## config.mk

```make
export PLATFORM = sky130hd
export DESIGN_NAME = divider
export DESIGN_NICKNAME = d
export VERILOG_FILES = /design/src/rtl/divider.sv
export SDC_FILE = /design/constraint.sdc
export NUM_CORES = 1
export LEC_CHECK = 0
export ABC_AREA = 1
export ABC_CLOCK_PERIOD_IN_PS = 10050
export CAP_MARGIN = 10
export CORE_MARGIN = 3
export CORE_UTILIZATION = 35
export CTS_BUF_LIST = sky130_fd_sc_hd__clkbuf_2
export DETAILED_ROUTE_END_ITERATION = 10
export HOLD_SLACK_MARGIN = 0.03
export SYNTH_ARGS = -nofsm -noshare
export SYNTH_HDL_FRONTEND = slang
export SYNTH_SLANG_ARGS = --single-unit
```

## constraint.sdc

```tcl
create_clock -name i_clk_n -period 10.05 [get_ports i_clk_n]
set_input_delay 1.005 -clock i_clk_n [delete_from_list [all_inputs] [get_ports i_clk_n]]
set_output_delay 1.005 -clock i_clk_n [all_outputs]
set_load 0.02 [all_outputs]
```

## src/rtl/divider.sv

```systemverilog
// Sequential RV32M divide unit (DIV/DIVU/REM/REMU).
// Radix-2 restoring shift-subtract, one quotient bit per clock.
`default_nettype none

module divider #(
  parameter int XLEN      = 32,
  parameter bit EARLY_OUT = 1'b1
) (
  input  logic            i_clk_n,
  input  logic            i_rst_n,
  input  logic [XLEN-1:0] i_in_a,
  input  logic [XLEN-1:0] i_in_b,
  input  logic [2:0]      i_funct3,
  input  logic            i_div_en,
  output logic [XLEN-1:0] o_result,
  output logic            o_busy
);

  localparam int CW = $clog2(XLEN);
  localparam logic [XLEN-1:0] MIN_NEG = {1'b1, {(XLEN-1){1'b0}}};

  typedef enum logic [1:0] {
    IDLE = 2'd0,
    CALC = 2'd1,
    DONE = 2'd2
  } state_t;

  state_t          state;
  logic [XLEN-1:0] dividend;
  logic [XLEN-1:0] divisor;
  logic [XLEN-1:0] rem;
  logic [CW-1:0]   count;
  logic            neg_q;
  logic            neg_r;
  logic            rem_sel;

  logic            start;
  logic            is_signed;
  logic            a_neg;
  logic            b_neg;
  logic [XLEN-1:0] a_abs;
  logic [XLEN-1:0] b_abs;
  logic            b_zero;
  logic            overflow;
  logic [XLEN-1:0] special_res;

  assign start     = i_div_en & i_funct3[2];
  assign is_signed = ~i_funct3[0];
  assign a_neg     = is_signed & i_in_a[XLEN-1];
  assign b_neg     = is_signed & i_in_b[XLEN-1];
  assign a_abs     = a_neg ? -i_in_a : i_in_a;
  assign b_abs     = b_neg ? -i_in_b : i_in_b;
  assign b_zero    = (i_in_b == '0);
  assign overflow  = is_signed & (i_in_a == MIN_NEG) & (i_in_b == '1);

  always_comb begin
    special_res = '0;
    if (b_zero)
      special_res = i_funct3[1] ? i_in_a : '1;
    else
      special_res = i_funct3[1] ? '0 : MIN_NEG;
  end

  // One restoring step; the extra top bit keeps the compare exact when the
  // divisor has its MSB set.
  logic [XLEN:0]   rem_sh;
  logic [XLEN:0]   diff;
  logic            q_bit;
  logic [XLEN-1:0] rem_next;
  logic [XLEN-1:0] quo_next;
  logic [XLEN-1:0] res_mag;
  logic [XLEN-1:0] res_final;

  assign rem_sh    = {rem, dividend[XLEN-1]};
  assign diff      = rem_sh - {1'b0, divisor};
  assign q_bit     = ~diff[XLEN];
  assign rem_next  = q_bit ? diff[XLEN-1:0] : rem_sh[XLEN-1:0];
  assign quo_next  = {dividend[XLEN-2:0], q_bit};
  assign res_mag   = rem_sel ? rem_next : quo_next;
  assign res_final = (rem_sel ? neg_r : neg_q) ? -res_mag : res_mag;

  assign o_busy = i_rst_n & (((state == IDLE) & start) | (state == CALC));

  always_ff @(posedge i_clk_n or negedge i_rst_n) begin
    if (!i_rst_n) begin
      state    <= IDLE;
      dividend <= '0;
      divisor  <= '0;
      rem      <= '0;
      count    <= '0;
      neg_q    <= 1'b0;
      neg_r    <= 1'b0;
      rem_sel  <= 1'b0;
      o_result <= '0;
    end else begin
      case (state)
        IDLE: begin
          if (start) begin
            dividend <= a_abs;
            divisor  <= b_abs;
            rem      <= '0;
            count    <= CW'(XLEN-1);
            // Division by zero keeps the all-ones quotient unsigned-looking.
            neg_q    <= (a_neg ^ b_neg) & ~b_zero;
            neg_r    <= a_neg;
            rem_sel  <= i_funct3[1];
            if (EARLY_OUT && (b_zero || overflow)) begin
              o_result <= special_res;
              state    <= DONE;
            end else begin
              state    <= CALC;
            end
          end
        end
        CALC: begin
          rem      <= rem_next;
          dividend <= quo_next;
          if (count == '0) begin
            o_result <= res_final;
            state    <= DONE;
          end else begin
            count <= count - 1'b1;
          end
        end
        DONE:    state <= IDLE;
        default: state <= IDLE;
      endcase
    end
  end

endmodule

`default_nettype wire
```

==> run_summary.xml, run 1 <==
<?xml version="1.0" encoding="UTF-8"?>
<metrics>
  <group name="global_route">
    <metric name="track_usage" unit="%">23.1</metric>
    <metric name="grt_start_max_net_pins" unit="">92</metric>
    <metric name="grt_antenna_before_repair" unit="">1</metric>
    <metric name="number_of_global_route_vias_before_repair" unit="">12156</metric>
    <metric name="first_pass_grt_wire_length" unit="um">66100</metric>
    <metric name="overflow" unit="">0</metric>
  </group>
  <group name="setup_path">
    <metric name="criticalPathCategory" unit="">flip-flop to flip-flop</metric>
    <metric name="cp_max_fo" unit="">40</metric>
    <metric name="setup.worst_path.end_class" unit="">flip-flop</metric>
    <metric name="worst-endpoint-arrival" unit="ns">4.93</metric>
    <metric name="cp-start-kind" unit="">flip-flop</metric>
    <metric name="required" unit="ns">10.84</metric>
  </group>
  <group name="layout">
    <metric name="area_occupied_by_multi_input_gates" unit="um^2">7390</metric>
    <metric name="register_area" unit="um^2">3450</metric>
    <metric name="final_net_count" unit="">2113</metric>
    <metric name="fraction_of_final_layout_cells_sized_beyond_drive_strength_1" unit="%">5.90</metric>
    <metric name="area.growth.synth_to_final" unit="%">13.7</metric>
    <metric name="fillCellCount" unit="">3681</metric>
    <metric name="finished_layout_cell_area" unit="um^2">13800</metric>
  </group>
  <group name="placement">
    <metric name="placement.setup.worst_slack" unit="ns">5.10</metric>
    <metric name="rd_place_congestion" unit="">0.959</metric>
    <metric name="portBuffers" unit="">102</metric>
    <metric name="dpl.hpwl" unit="um">32800</metric>
    <metric name="placed_cell_area" unit="um^2">13500</metric>
  </group>
  <group name="route">
    <metric name="detail_route.vias_per_cell" unit="">5.17</metric>
    <metric name="detailroute.via_count" unit="">12756</metric>
    <metric name="drtPass1Iterations" unit="">6</metric>
    <metric name="wirelength" unit="um">41600</metric>
    <metric name="drt_drc_violations_left" unit="">0</metric>
    <metric name="detailedRoute.firstIterationViolations" unit="">1145</metric>
    <metric name="antenna_left" unit="">0</metric>
    <metric name="wl_per_cell" unit="um">16.9</metric>
  </group>
  <group name="floorplan">
    <metric name="initial_core_util" unit="%">35.8</metric>
    <metric name="fp.dieH" unit="um">192</metric>
    <metric name="core.rowCount" unit="">67</metric>
    <metric name="fp.coreArea" unit="um^2">33800</metric>
    <metric name="io-pin-count" unit="">103</metric>
    <metric name="dieArea" unit="um^2">36900</metric>
    <metric name="fp.dieW" unit="um">192</metric>
  </group>
  <group name="outcome">
    <metric name="outcome" unit="">complete, no violations</metric>
  </group>
  <group name="sta">
    <metric name="final.period_utilization" unit="%">41.3</metric>
    <metric name="timing.max_slew.rel_slack" unit="%">18.7</metric>
    <metric name="timing.setup.tns" unit="ns">0</metric>
    <metric name="setup_ws" unit="ns">5.90</metric>
    <metric name="final.min_clock_period" unit="ns">4.15</metric>
    <metric name="timing_worst_slew_pin_value" unit="ns">1.21</metric>
    <metric name="final-setup-viol-count" unit="">0</metric>
    <metric name="rsz0062_at_grt" unit="">false</metric>
    <metric name="skew" unit="ns">0.0464</metric>
    <metric name="fmax" unit="GHz">0.241</metric>
    <metric name="finalMaxSlewViolations" unit="">0</metric>
    <metric name="final-hold-violation-count" unit="">0</metric>
  </group>
  <group name="clock_network">
    <metric name="cts.repair.resized" unit="">0</metric>
    <metric name="hold_buffers" unit="">0</metric>
    <metric name="tritoncts" unit="">yes</metric>
    <metric name="cts_htree_levels" unit="">4</metric>
    <metric name="clock_path_buffers" unit="">2</metric>
    <metric name="cts.root.buffer_cell" unit="">sky130_fd_sc_hd__clkbuf_2</metric>
    <metric name="postCtsSetupBuffers" unit="">0</metric>
    <metric name="cts_inserted_buffers" unit="">17</metric>
    <metric name="cts.sink_count" unit="">138</metric>
    <metric name="clk-insertion-delay-late" unit="ns">0.84</metric>
    <metric name="cts.clk_slew.worst_paths" unit="ns">0.28</metric>
  </group>
  <group name="synth">
    <metric name="yosysTopAreaCell" unit="">sky130_fd_sc_hd__dfrtp_1</metric>
    <metric name="post_synth_instance_area" unit="um^2">12100</metric>
    <metric name="edff_count_synth" unit="">0</metric>
    <metric name="synth-main-ff-cell" unit="">sky130_fd_sc_hd__dfrtp_1</metric>
    <metric name="synth_cells" unit="">1935</metric>
    <metric name="synth_seq_cells" unit="">138</metric>
    <metric name="synth.distinct_cells" unit="">49</metric>
    <metric name="syn_nets" unit="">2044</metric>
    <metric name="synth-warning-count" unit="">0</metric>
    <metric name="portion_of_synthesized_cell_area_occupied_by_the_leading_cell_type" unit="%">28.5</metric>
    <metric name="synth-async-reset-ratio" unit="%">100</metric>
    <metric name="synth_seq_area_share" unit="%">28.5</metric>
    <metric name="avg_synthesized_cell_area" unit="um^2">6.26</metric>
    <metric name="synth.top_cells.by_area" unit="">sky130_fd_sc_hd__dfrtp_1 (29%), sky130_fd_sc_hd__nand2_1 (19%), sky130_fd_sc_hd__inv_1 (7.7%), sky130_fd_sc_hd__nor2_1 (5.9%), sky130_fd_sc_hd__nand3_1 (5.5%)</metric>
  </group>
  <group name="worst_hold_path">
    <metric name="worstHoldPathType" unit="">input port to async pin</metric>
  </group>
  <group name="run">
    <metric name="cap_violations" unit="">0</metric>
  </group>
</metrics>
[critical path, stage by stage, from the launching register on]
cell	delay (ns)
sky130_fd_sc_hd__dfrtp_1	0.44
sky130_fd_sc_hd__inv_1	0.06
sky130_fd_sc_hd__ha_1	0.24
sky130_fd_sc_hd__fa_1	0.43
sky130_fd_sc_hd__inv_1	0.10
sky130_fd_sc_hd__nand2_1	0.05
sky130_fd_sc_hd__nand2_1	0.07
sky130_fd_sc_hd__nand3_1	0.11
sky130_fd_sc_hd__nand2_2	0.15
sky130_fd_sc_hd__nand2_1	0.08
sky130_fd_sc_hd__nand2_2	0.10
sky130_fd_sc_hd__nand2_4	0.08
sky130_fd_sc_hd__nand3_2	0.16
sky130_fd_sc_hd__nand2_4	0.29
sky130_fd_sc_hd__nand2_1	0.17
sky130_fd_sc_hd__nand3_1	0.14
sky130_fd_sc_hd__nand2_1	0.15
sky130_fd_sc_hd__ha_1	0.20
sky130_fd_sc_hd__nand2_1	0.10
sky130_fd_sc_hd__nor2_4	0.17
sky130_fd_sc_hd__nand3_1	0.11
sky130_fd_sc_hd__nand2_2	0.19
sky130_fd_sc_hd__nand2_1	0.09
sky130_fd_sc_hd__xor2_1	0.22
sky130_fd_sc_hd__nand2_1	0.08
sky130_fd_sc_hd__nand2_1	0.09
sky130_fd_sc_hd__nand2_1	0.05
[metal layers]
metal  global-route usage (%)  up-vias  part of all wire, %
met5                        0        -                    0
li1                         -     6320                    -
met3                     2.83       79                  5.0
met2                     37.4      419                   46
met1                     31.7     5938                   46
met4                     8.01        0                  3.2
[cell usage in the layout, fill, tap and decap left out, drive strengths merged, types with 6 or more instances in the layout]
cell / n
a21oi: 84
a22oi: 30
a31oi: 6
buf: 13
clkbuf: 18
clkdlybuf4s50: 101
clkinv: 10
dfrtp: 138
ha: 38
inv: 257
nand2: 650
nand3: 138
nand4: 29
nor2: 200
nor3: 31
o211ai: 6
o21ai: 115
o21bai: 8
o22ai: 14
or2: 17
xnor2: 27
xor2: 57
[logic make-up (layout without fill, tap and decap cells)]
| group | count (synthesis) | count (layout) | share of synthesized area [%] |
|---|---|---|---|
| AOI/OAI and AO/OA | 274 | 274 | 12.8 |
| xor gates and xnor gates | 84 | 84 | 6.08 |
| adders and majority gates | 39 | 39 | 4.09 |
| buffers and inverters | 321 | 403 | 10.5 |
| DFF | 138 | 138 | 28.5 |
| other | 0 | 1 | 0 |
| and+or+nand+nor | 1079 | 1079 | 37.9 |
[synth_stat cells, types with 9 or more instances]
cell,count
sky130_fd_sc_hd__buf_2,9
sky130_fd_sc_hd__nand4_1,29
sky130_fd_sc_hd__clkbuf_1,42
sky130_fd_sc_hd__nor2_1,191
sky130_fd_sc_hd__nand2_1,625
sky130_fd_sc_hd__xor2_1,57
sky130_fd_sc_hd__inv_1,248
sky130_fd_sc_hd__nand3_1,134
sky130_fd_sc_hd__or2_2,17
sky130_fd_sc_hd__a21oi_1,83
sky130_fd_sc_hd__xnor2_1,27
sky130_fd_sc_hd__o21ai_0,110
sky130_fd_sc_hd__nor3_1,24
sky130_fd_sc_hd__nand2_2,20
sky130_fd_sc_hd__o22ai_1,14
sky130_fd_sc_hd__dfrtp_1,138
sky130_fd_sc_hd__a22oi_1,30
sky130_fd_sc_hd__ha_1,38
[stage by stage]
| stage | hold slack, ns | util [%] | std cells |
|---|---|---|---|
| floorplan | 0.446 | - | 1935 |
| global placement | 0.466 | 39.9 | 2433 |
| detailed placement | 0.468 | 39.9 | 2433 |
| CTS | 0.158 | 40.7 | 2465 |
| global route | 0.171 | 40.7 | 2466 |
| finish | 0.172 | 40.7 | 2466 |
[worst paths after layout]
kind | from | to | slack (ns) | cells after the start
max | dividend[31] | o_result[16] | 5.90 | 26
min | i_rst_n | dividend[20] | 0.17 | 1
max in group asynchronous | i_rst_n | rem_sel | 8.52 | 2
max reg2reg | dividend[31] | o_result[16] | 5.90 | 26
min in group i_clk_n | o_result[7] | o_result[7] | 0.51 | 2
min reg2reg | o_result[7] | o_result[7] | 0.51 | 2
[flip-flops by register name, summed over array words and instances, names as in the netlist]
register  cells
count         5
dividend     32
divisor      32
neg_q         1
neg_r         1
o_result     32
rem          32
rem_sel       1
state         2
[final cells by class]
type,count,area share [%]
Tap cell,448,4.07
Multi-Input combinational cell,1476,53.7
Antenna cell,1,0.0182
Clock buffer,18,0.654
Sequential cell,138,25.1
Inverter,257,7.01
Timing Repair Buffer,114,8.08
Clock inverter,14,1.36
Power of run 1 is left out: the tool's default activity adds up to more than one toggle a clock period on the data nets, which glitch-free logic cannot reach.
==> run 2, diff against run 1 <==
Settings changed: ABC_CLOCK_PERIOD_IN_PS 10050 to 3490.
Clock period 10.05 ns to 3.49 ns, I/O delays scaled along.
==> run 2 against run 1 <==
Against the previous run:
- sequential share of layout area is 3.3 points lower
- sequential cell count stayed put
- worst setup slack got worse by 5.9 ns
==> run_summary.xml, run 2 (same netlist as run 1, synthesis figures left out) <==
<?xml version="1.0" encoding="UTF-8"?>
<metrics>
  <group name="outcome">
    <metric name="outcome" unit="">complete, no violations</metric>
  </group>
  <group name="sta">
    <metric name="fmax" unit="GHz">0.290</metric>
    <metric name="final-setup-viol-count" unit="">0</metric>
    <metric name="skew" unit="ns">0.0597</metric>
    <metric name="rsz0062_at_grt" unit="">true</metric>
    <metric name="final.period_utilization" unit="%">98.7</metric>
    <metric name="final-hold-violation-count" unit="">0</metric>
    <metric name="timing_worst_slew_pin_value" unit="ns">1.05</metric>
    <metric name="timing.setup.tns" unit="ns">0</metric>
    <metric name="finalMaxSlewViolations" unit="">0</metric>
    <metric name="timing.max_slew.rel_slack" unit="%">30.3</metric>
    <metric name="final.min_clock_period" unit="ns">3.45</metric>
  </group>
  <group name="setup_path">
    <metric name="required" unit="ns">4.27</metric>
    <metric name="cp-start-kind" unit="">flip-flop</metric>
    <metric name="cp_max_fo" unit="">7</metric>
    <metric name="crit_chain" unit="">ha_4 -&gt; nand4_1 -&gt; nor3_2 -&gt; and2_2 -&gt; nand2_4 -&gt; nand3_4 -&gt; nand2_8 -&gt; nand2_2 -&gt; nand3_2 -&gt; nand2_2 -&gt; ha_4 -&gt; nand2_2 -&gt; nor2_4 -&gt; nand3_2 -&gt; nand2_4 -&gt; buf_4 -&gt; nand2_1 -&gt; xor2_1 -&gt; nand2_1 -&gt; nand2_1 -&gt; nand2_1</metric>
    <metric name="critPathMaxStageDelay" unit="ns">0.51</metric>
    <metric name="critical_path.n_buffers_inverters" unit="">1</metric>
    <metric name="crit-reg2reg-launch" unit="">rem[26]</metric>
    <metric name="setup.worst_path.end_class" unit="">flip-flop</metric>
    <metric name="cp_slowest_cell" unit="">sky130_fd_sc_hd__dfrtp_1</metric>
    <metric name="worst-endpoint-arrival" unit="ns">4.23</metric>
    <metric name="path_common_cell" unit="">sky130_fd_sc_hd__nand2_1</metric>
    <metric name="criticalPathCategory" unit="">flip-flop to flip-flop</metric>
    <metric name="cp_top_family" unit="">simple AND/OR/NAND/NOR gates</metric>
    <metric name="timing.critical_path.from" unit="">rem[26]</metric>
  </group>
  <group name="run">
    <metric name="cap_violations" unit="">0</metric>
  </group>
  <group name="global_route">
    <metric name="grt_antenna_before_repair" unit="">2</metric>
    <metric name="first_pass_grt_wire_length" unit="um">68900</metric>
    <metric name="grt_start_max_net_pins" unit="">87</metric>
    <metric name="track_usage" unit="%">24.1</metric>
    <metric name="number_of_global_route_vias_before_repair" unit="">12768</metric>
    <metric name="overflow" unit="">0</metric>
  </group>
  <group name="route">
    <metric name="drt_drc_violations_left" unit="">0</metric>
    <metric name="drtPass1Iterations" unit="">8</metric>
    <metric name="detailroute.via_count" unit="">13351</metric>
    <metric name="wirelength" unit="um">45200</metric>
    <metric name="antenna_left" unit="">0</metric>
    <metric name="dr_wl_met3" unit="um">2170</metric>
    <metric name="detailedRoute.firstIterationViolations" unit="">1135</metric>
    <metric name="wl_per_cell" unit="um">17.3</metric>
    <metric name="met2WireLength" unit="um">21400</metric>
    <metric name="top_layer_used" unit="">met5</metric>
    <metric name="wl_met1" unit="um">20500</metric>
    <metric name="detail_route.vias_per_cell" unit="">5.10</metric>
  </group>
  <group name="clock_network">
    <metric name="cts.sink_count" unit="">138</metric>
    <metric name="clock_path_buffers" unit="">2</metric>
    <metric name="cts.root.buffer_cell" unit="">sky130_fd_sc_hd__clkbuf_2</metric>
    <metric name="cts.clk_slew.worst_paths" unit="ns">0.27</metric>
    <metric name="tritoncts" unit="">yes</metric>
    <metric name="cts_inserted_buffers" unit="">17</metric>
    <metric name="clk-insertion-delay-late" unit="ns">0.86</metric>
    <metric name="cts_htree_levels" unit="">4</metric>
  </group>
  <group name="placement">
    <metric name="dp_cells" unit="">2551</metric>
    <metric name="dpl.hpwl" unit="um">35100</metric>
    <metric name="portBuffers" unit="">102</metric>
    <metric name="placed_cell_area" unit="um^2">14400</metric>
    <metric name="rd_place_congestion" unit="">0.971</metric>
  </group>
  <group name="layout">
    <metric name="final_net_count" unit="">2265</metric>
    <metric name="fraction_of_final_layout_cells_sized_beyond_drive_strength_1" unit="%">19.2</metric>
    <metric name="finalCoreUtilization" unit="%">47.0</metric>
    <metric name="count_of_placed_standard_cells_in_the_final_layout_fillers_left_out" unit="">2618</metric>
    <metric name="layout.cells.most_common_list" unit="">sky130_fd_sc_hd__nand2_1 (568), sky130_fd_sc_hd__inv_1 (240), sky130_fd_sc_hd__nor2_1 (172)</metric>
    <metric name="area.growth.synth_to_final" unit="%">31.1</metric>
    <metric name="finished_layout_cell_area" unit="um^2">15900</metric>
    <metric name="mostFrequentLayoutCell" unit="">sky130_fd_sc_hd__nand2_1</metric>
  </group>
  <group name="worst_hold_path">
    <metric name="hp-start" unit="">i_in_b[0]</metric>
    <metric name="worstHoldPathType" unit="">input port to flip-flop</metric>
  </group>
  <group name="floorplan">
    <metric name="core.rowCount" unit="">67</metric>
    <metric name="fp.coreArea" unit="um^2">33800</metric>
    <metric name="initial_core_util" unit="%">35.8</metric>
    <metric name="fp.dieH" unit="um">192</metric>
    <metric name="fp.dieW" unit="um">192</metric>
    <metric name="dieArea" unit="um^2">36900</metric>
    <metric name="io-pin-count" unit="">103</metric>
  </group>
</metrics>
run 2: cell count changes in the layout (fill, tap and decap cells not counted), sizes merged:
cell / delta
dlygate4sd3: +2
buf: +143
clkbuf: +4
bufinv: -2
clkinvlp: +2
clkinv: +1
nand2: +2
run 2: stage by stage:
stage	setup slack (ns)	hold slack (ns)
after global routing	-0.187	0.163
after floorplan	0.267	0.0534
final	0.0441	0.164
after CTS	0.00442	0.0815
after detailed placement	-0.106	0.320
after global placement	0.0123	0.313
run 2: worst paths after layout:
path	to	slack, ns	cells after the start
setup / recovery	o_result[18]	0.04	21
setup reg to reg	o_result[18]	0.04	21
max in group asynchronous	divisor[29]	2.18	4
hold / removal	divisor[0]	0.16	3
hold reg to reg	count[4]	0.52	1
min in group asynchronous	o_result[31]	0.57	4
run 2: what timing repair did:
item | CTS | global route
endpoints found under the hold margin | 113 | 0
setup buffers | 0 | 24
cloned | 0 | 7
pin swaps | 2 | 64
endpoints found under the setup margin | 5 | 28
resized for setup | 4 | 184
hold buffers | 3 | 0
run 2: final cells by class:
class | instances | area (um^2)
flip-flops and latches | 138 | 3450
repair buffers | 264 | 2470
multi-input cells | 1478 | 8170
clock inverters | 15 | 164
clock buffers | 17 | 85.1
fillers | 3511 | 17900
diodes | 1 | 2.50
well taps | 448 | 561
inverters | 257 | 965
run 2: worst reg2reg max path, stage by stage (launching register included):
cell,delay (ns)
sky130_fd_sc_hd__dfrtp_1,0.51
sky130_fd_sc_hd__ha_4,0.34
sky130_fd_sc_hd__nand4_1,0.19
sky130_fd_sc_hd__nor3_2,0.24
sky130_fd_sc_hd__and2_2,0.23
sky130_fd_sc_hd__nand2_4,0.10
sky130_fd_sc_hd__nand3_4,0.17
sky130_fd_sc_hd__nand2_8,0.12
sky130_fd_sc_hd__nand2_2,0.09
sky130_fd_sc_hd__nand3_2,0.07
sky130_fd_sc_hd__nand2_2,0.11
sky130_fd_sc_hd__ha_4,0.15
sky130_fd_sc_hd__nand2_2,0.07
sky130_fd_sc_hd__nor2_4,0.21
sky130_fd_sc_hd__nand3_2,0.15
sky130_fd_sc_hd__nand2_4,0.15
sky130_fd_sc_hd__buf_4,0.12
sky130_fd_sc_hd__nand2_1,0.05
sky130_fd_sc_hd__xor2_1,0.13
sky130_fd_sc_hd__nand2_1,0.07
sky130_fd_sc_hd__nand2_1,0.09
sky130_fd_sc_hd__nand2_1,0.05
run 2: per-layer routing:
| metal | GRT usage [%] | vias up |
|---|---|---|
| met2 | 40.1 | 366 |
| met5 | 0 | - |
| met1 | 32.5 | 6270 |
| met3 | 3.38 | 72 |
| met4 | 7.09 | 2 |
| li1 | - | 6641 |
Power of run 2 is left out for the same reason.
